==> config.mk <==
export PLATFORM = sky130hd
export DESIGN_NAME = single_ch_dcfifo_n2p
export DESIGN_NICKNAME = d
export VERILOG_FILES = /design/src/rtl/single_ch_dcfifo_n2p_pkg.sv /design/src/rtl/single_ch_dcfifo_n2p_ptr_sync_2ff.sv /design/src/rtl/single_ch_dcfifo_n2p.sv
export SDC_FILE = /design/constraint.sdc
export NUM_CORES = 1
export LEC_CHECK = 0
export CAP_MARGIN = 25
export CORE_MARGIN = 1.5
export CORE_UTILIZATION = 55
export DETAILED_ROUTE_END_ITERATION = 8
export GPL_ROUTABILITY_DRIVEN = 0
export PLACE_DENSITY = 0.76
export SYNTH_ARGS = -nofsm -noshare
export SYNTH_HDL_FRONTEND = slang
export SYNTH_HIERARCHICAL = 1
export SYNTH_SLANG_ARGS = --single-unit
export TNS_END_PERCENT = 30
==> constraint.sdc <==
create_clock -name CLK -period 2.7 [get_ports CLK]
set_clock_uncertainty 0.15 [all_clocks]
set_input_delay 0.54 -clock CLK [delete_from_list [all_inputs] [get_ports CLK]]
set_output_delay 0.54 -clock CLK [all_outputs]
set_load 0.02 [all_outputs]
==> src/rtl/single_ch_dcfifo_n2p_pkg.sv <==
// Shared definitions for the negedge/posedge single-channel FIFO family:
// pointer width derivation and binary-to-Gray conversion.
package single_ch_dcfifo_n2p_pkg;

    localparam int PTR_MAX_W = 32;

    // One extra pointer bit beyond the address separates full from empty.
    function automatic int calc_pw(input int len_log);
        return len_log + 1;
    endfunction

    function automatic logic [PTR_MAX_W-1:0] bin2gray(input logic [PTR_MAX_W-1:0] bin);
        return bin ^ (bin >> 1);
    endfunction

endpackage

==> src/rtl/single_ch_dcfifo_n2p_ptr_sync_2ff.sv <==
// Two-stage pointer synchronizer with selectable clock edge, async reset
// and a synchronous clear.
module single_ch_dcfifo_n2p_ptr_sync_2ff #(
    parameter int W   = 3,
    parameter bit NEG = 1'b0
) (
    input  logic         CLK,
    input  logic         RST_X,
    input  logic         clr,
    input  logic [W-1:0] d,
    output logic [W-1:0] q
);

    logic [W-1:0] s1_d;
    logic [W-1:0] s1_q;
    logic [W-1:0] s2_d;
    logic [W-1:0] s2_q;

    // Next-state of both stages, forced to zero by the clear input.
    always_comb begin
        s1_d = clr ? '0 : d;
        s2_d = clr ? '0 : s1_q;
    end

    generate
        if (NEG) begin : g_neg
            // Synchronizer stages clocked on the falling edge.
            always_ff @(negedge CLK or negedge RST_X) begin
                if (!RST_X) begin
                    s1_q <= '0;
                    s2_q <= '0;
                end else begin
                    s1_q <= s1_d;
                    s2_q <= s2_d;
                end
            end
        end else begin : g_pos
            // Synchronizer stages clocked on the rising edge.
            always_ff @(posedge CLK or negedge RST_X) begin
                if (!RST_X) begin
                    s1_q <= '0;
                    s2_q <= '0;
                end else begin
                    s1_q <= s1_d;
                    s2_q <= s2_d;
                end
            end
        end
    endgenerate

    assign q = s2_q;

endmodule

==> src/rtl/single_ch_dcfifo_n2p.sv <==
// Register FIFO carrying one data channel from the CLK-negedge domain to a
// posedge valid/ready output register; Gray pointers cross via 2-FF syncs.
module single_ch_dcfifo_n2p
    import single_ch_dcfifo_n2p_pkg::*;
#(
    parameter int DW      = 27,
    parameter int LEN_LOG = 2
) (
    input  logic          CLK,
    input  logic          RST_X,
    input  logic          FRST,
    input  logic          wen,
    input  logic [DW-1:0] din,
    output logic          full,
    output logic          ovf,
    output logic [DW-1:0] dot,
    output logic          dvalid,
    input  logic          drdy
);

    localparam int PW = calc_pw(LEN_LOG);
    localparam int D  = 1 << LEN_LOG;
    // Gray full pattern: the two top bits of the read pointer are inverted.
    localparam logic [PW-1:0] FULL_MASK = PW'(2'b11) << (PW - 2);

    logic [DW-1:0] mem_d [D];
    logic [DW-1:0] mem_q [D];
    logic [PW-1:0] wbin_d, wbin_q, wgray_d, wgray_q;
    logic [PW-1:0] rbin_d, rbin_q, rgray_d, rgray_q;
    logic [PW-1:0] wsync_s, rsync_s;
    logic          fl_n_d, fl_n_q, ovf_d, ovf_q;
    logic [DW-1:0] dot_d, dot_q;
    logic          dvalid_d, dvalid_q;
    logic          full_s, wr_en_s, empty_s, pop_s;

    single_ch_dcfifo_n2p_ptr_sync_2ff #(.W(PW), .NEG(1'b0)) u_wsync (
        .CLK(CLK), .RST_X(RST_X), .clr(FRST), .d(wgray_q), .q(wsync_s)
    );

    single_ch_dcfifo_n2p_ptr_sync_2ff #(.W(PW), .NEG(1'b1)) u_rsync (
        .CLK(CLK), .RST_X(RST_X), .clr(fl_n_q), .d(rgray_q), .q(rsync_s)
    );

    // Write side: full/overflow flags, storage update and write pointer.
    always_comb begin
        full_s  = (wgray_q == (rsync_s ^ FULL_MASK)) | fl_n_q;
        wr_en_s = wen & ~full_s;
        fl_n_d  = FRST;
        mem_d   = mem_q;
        if (fl_n_q) begin
            wbin_d = '0;
            ovf_d  = 1'b0;
        end else begin
            ovf_d = ovf_q | (wen & full_s);
            if (wr_en_s) begin
                wbin_d = wbin_q + PW'(1'b1);
                mem_d[wbin_q[LEN_LOG-1:0]] = din;
            end else begin
                wbin_d = wbin_q;
            end
        end
        wgray_d = PW'(bin2gray(32'(wbin_d)));
    end

    // Write-domain state register.
    always_ff @(negedge CLK or negedge RST_X) begin
        if (!RST_X) begin
            mem_q   <= '{default: '0};
            wbin_q  <= '0;
            wgray_q <= '0;
            fl_n_q  <= 1'b0;
            ovf_q   <= 1'b0;
        end else begin
            mem_q   <= mem_d;
            wbin_q  <= wbin_d;
            wgray_q <= wgray_d;
            fl_n_q  <= fl_n_d;
            ovf_q   <= ovf_d;
        end
    end

    // Read side: pop into the output register, drain it, or hold under backpressure.
    always_comb begin
        empty_s = (rgray_q == wsync_s);
        pop_s   = ~empty_s & (~dvalid_q | drdy);
        if (FRST) begin
            rbin_d   = '0;
            dot_d    = '0;
            dvalid_d = 1'b0;
        end else if (pop_s) begin
            rbin_d   = rbin_q + PW'(1'b1);
            dot_d    = mem_q[rbin_q[LEN_LOG-1:0]];
            dvalid_d = 1'b1;
        end else if (dvalid_q & drdy) begin
            rbin_d   = rbin_q;
            dot_d    = '0;
            dvalid_d = 1'b0;
        end else begin
            rbin_d   = rbin_q;
            dot_d    = dot_q;
            dvalid_d = dvalid_q;
        end
        rgray_d = PW'(bin2gray(32'(rbin_d)));
    end

    // Read-domain state register.
    always_ff @(posedge CLK or negedge RST_X) begin
        if (!RST_X) begin
            rbin_q   <= '0;
            rgray_q  <= '0;
            dot_q    <= '0;
            dvalid_q <= 1'b0;
        end else begin
            rbin_q   <= rbin_d;
            rgray_q  <= rgray_d;
            dot_q    <= dot_d;
            dvalid_q <= dvalid_d;
        end
    end

    assign full   = full_s;
    assign ovf    = ovf_q;
    assign dot    = dot_q;
    assign dvalid = dvalid_q;

endmodule

# After elaboration in Yosys (flattened, before gate mapping)
# Index checks and enable logic that the tools add are counted.
[op_classes] n_reduce_logical=3 n_mux=21 n_eq_ne=2 n_lt_le_gt_ge=3 n_bitwise=16 n_addsub=2
[op_table] cell="$mux 27" n=6
[op_table] cell="$bwmux 108" n=1
[op_table] cell="$bmux 27 s2" n=1
[op_table] cell="$demux 27 s2" n=1
[op_table] cell="$mux 3" n=8
[op_table] cell="$add 3x1->3 const B" n=2
[op_table] cell="$eq 3x3->1" n=2
[op_table] cell="$ge 3x3->1 const B" n=2
[op_table] cell="$not 2->3" n=2
[op_table] cell="$xor 3x2->3" n=2
[op_table] cell="$and 1x1->1" n=4
[op_table] cell="$mux 1" n=4
[op_table] cell="$not 1->1" n=4
[op_table] cell="$lt 3x1->1 const B" n=1
[op_table] cell="$or 1x1->1" n=3
[op_table] cell="$reduce_bool 3->1" n=1
[op_table] cell="$not 2->2" n=1
[op_table] cell="$reduce_and 2->1" n=1
[op_table] cell="$logic_and 1x1->1" n=1
[word_totals] reg_bits=162 word_cells=63 inputBits=32 out_inout_bits=30

# Depth between registers and ports, before layout
[depth] word_depth=8 depth_mapped=6 mapped_depth_nobuf=5

# Cells and area by module
# The synthesis kept the hierarchy.
[modules_own_cells] mod="single_ch_dcfifo_n2p" seq_area_each_um2=3703.6 cells_each=432 instances=1 area_per_inst_um2=6881.6
[modules_own_cells] mod="single_ch_dcfifo_n2p_ptr_sync_2ff" seq_area_each_um2=150.1 cells_each=12 instances=2 area_per_inst_um2=187.7

==> flow_summary.json <==
{
  "path_cells": "xor2_2 -> nor3_2 -> or2_4 -> buf_6",
  "avgSynthCellArea_sq_um": 15.9,
  "arrival_ns": 2.79,
  "grt_max_degree": 45,
  "clkTransAtPathRegs_ns": 0.04,
  "timing.slew.headroom_pct": 26.8,
  "syn_area_sq_um": 7260,
  "fp.dieW_um": 118,
  "io_pins": 62,
  "die_area_sq_um": 13900,
  "crit_required_ns": 2.01,
  "cts.path.max_buffers": 2,
  "vias": 4276,
  "dr.pass1.iters": 5,
  "setup.worst_path.class": "reg2out",
  "nets": 590,
  "syn_nets": 493,
  "cpMaxStageDelayCell": "dfrtn_1",
  "yosys.area.top_type": "dfrtn_1",
  "cellPowerDensity_nw_per_um2": 954,
  "fin_setup_tns_ns": -8.95,
  "core.rowCount": 41,
  "postLayoutCoreUtil_pct": 72.4,
  "core_sq_um": 12700,
  "rsz0062_at_grt": "yes",
  "start_kind": "register",
  "cp_top_family": "flip-flops",
  "grt_pass1_vias": 4689,
  "htree_levels": 4,
  "layout-drive-gt1-share_pct": 41.2,
  "n_antenna_cell": 0,
  "grt_pass1_wl_um": 26300,
  "drc": 0,
  "endpoint_kind": "primary output",
  "hold_viol": 0,
  "vias_per_cell": 5.79,
  "worst_slack_ns": -0.778,
  "max_slew.worst_pin.slew_ns": 1.09,
  "ys_seq_elements": 160,
  "vdd_drop_max_mv": 0.539,
  "syn_inst": 456,
  "leakagePower_nw": 4.32,
  "synth.distinct_cells": 38,
  "initial_utilization_pct": 57.0,
  "port_buffers": 61,
  "startpoint": "wgray_q[0]$_DFF_NN0_",
  "overflow": 0,
  "post_drt_wl_per_cell_um": 22.1,
  "synth_top_cell_area_share_pct": 41.7,
  "crit_fanout": 2,
  "ys.flop_type": "dfrtn_1",
  "synthArstFlopShare_pct": 100,
  "synth_common_cells": "dfrtn_1 (121), mux2_4 (80), dfrtp_1 (39)",
  "drv_slew": 0,
  "holdWs_ns": 0.267,
  "die_h_um": 118,
  "cap_violations": 0,
  "antenna_left": 0,
  "clk-insertion-delay-late_ns": 0.42,
  "drt-initial-drc-count": 244,
  "antenna_found_initial": 0,
  "violations": "negative setup slack",
  "critPathBufInv": 1,
  "cts_sinks": 160,
  "yosys_warnings": 6,
  "hold_class": "reg2reg",
  "yosys.cell_count.top_type": "dfrtn_1",
  "grt_usage_pct": 25.1,
  "status": "finished, violations left",
  "synth_seq_area_share_pct": 55.2,
  "synthToLayoutAreaGrowth_pct": 26.9,
  "r2r_start": "mem_q[6]$_DFFE_NN0P_",
  "min_from": "u_rsync/s1_q[1]$_DFF_NN0_",
  "synth_edf_count": 0,
  "totalWireLength_um": 16300,
  "tritoncts": "yes",
  "slowest_delay_ns": 0.43,
  "hpwl_um": 9020,
  "synthTopCellsByArea": "dfrtn_1 (42%), mux2_4 (17%), dfrtp_1 (13%)",
  "setup_violations": 110,
  "cts-buffers-inserted": 17,
  "cts-root-buf": "clkbuf_16"
}
[flip-flops by register name (all words and copies together) (netlist names)]
register and cells:
u_rsync/q 3, rgray_q 2, ovf 1, fl_n_q 1, wbin_q 3, dvalid 1, u_wsync/s1_q 3, dot 27
mem_q 108, u_wsync/q 3, u_rsync/s1_q 3, rbin_q 3, wgray_q 2
[cell families (layout without fill, tap and decap cells)]
group           Yosys count  count (layout)  share of synthesized area, %
flops                   160             160                          55.2
xor+xnor                 10              10                          1.31
simple gates             70              79                          5.50
mux                     140             140                          30.0
fa+ha+maj                 5               5                         0.862
compound gates           42              42                          4.69
buf+inv                  29             130                          2.47
[path summary, 6_finish.rpt]
check	cells after the start	end	slack, ns
worst min-delay path	1	u_rsync/q[1]$_DFF_NN0_	0.27
worst max-delay path	4	full	-0.78
min in group asynchronous	2	u_wsync/s1_q[1]$_DFF_PN0_	0.41
max in group asynchronous	3	mem_q[79]$_DFFE_NN0P_	0.19
worst min register to register	1	u_rsync/q[1]$_DFF_NN0_	0.27
worst max register to register	3	dot[6]$_DFFE_PN0P_	0.02
[layout make-up]
cell class	instances	area, sq um
Tap cell	172	215
Sequential cell	160	4010
Inverter	4	15.0
Clock inverter	6	57.6
Fill cell	845	3520
Clock buffer	26	584
Multi-Input combinational cell	276	3350
Timing Repair Buffer	94	976
[stage by stage]
step	cells	cell area [sq um]	worst slack [ns]	power, mW
after CTS	736	9110	-0.794	8.73
after floorplan	456	7270	-0.373	5.23
after global routing	738	9210	-0.837	9.18
after global placement	688	8160	-0.988	5.95
after detailed placement	688	8160	-1.01	6.07
final	738	9210	-0.778	8.78
[per-layer routing]
layer	vias up	wire length, um	track usage [%]	part of all wire, %
li1	1868	-	-	-
met1	2264	7090	34.3	43
met2	123	8050	39.6	49
met3	21	857	5.52	5.3
met4	0	311	9.68	1.9
met5	-	0	0	0
[placed cells by master (no fill, tap or decap), types with 3 or more instances in the layout]
cell type        Yosys  layout
dfrtp_1             39      38
nor3b_1              4       4
clkdlybuf4s50_1      0      56
xor2_1               4       4
mux4_2              27      27
mux2_4              80      92
buf_4                0      21
buf_6                8       6
mux2_2              15      15
inv_1                4       4
nor2_1              35      35
a22oi_2              0       8
nor3_1               6       5
o21ai_0              4       4
buf_12               0       6
xnor2_1              5       3
ha_1                 5       5
mux2_1              15       3
a21oi_1              3       3
nor2b_1             13      13
clkinv_2             0       3
mux2i_1              3       3
nand2_8              4      11
clkbuf_16            0      22
clkbuf_8             0       4
a22oi_1             27      19
dfrtn_1            121     121
[power by group]
group | leakage, nW | total [mW] | switching [mW] | internal [mW]
Sequential | 2.05 | 3.50 | 0.426 | 3.07
Combinational | 1.94 | 2.75 | 1.15 | 1.61
Clock | 0.324 | 2.53 | 0.945 | 1.59
[worst register-to-register path: stages, from the launching register on]
cell and delay [ns]:
dfrtn_1 0.35, mux4_2 0.52, a22oi_2 0.14, nor2_1 0.06
[repair_timing]
| action | in CTS | in global routing |
|---|---|---|
| hold buffers | 1 | 0 |
| buffers inserted | 7 | 1 |
| pin swaps | 6 | 0 |
| resized for setup | 40 | 14 |
| endpoints found under the hold margin | 4 | 0 |
| cloned | 8 | 2 |
| setup endpoints to repair | 115 | 119 |
No activity file was read; power rests on OpenSTA's default activity.
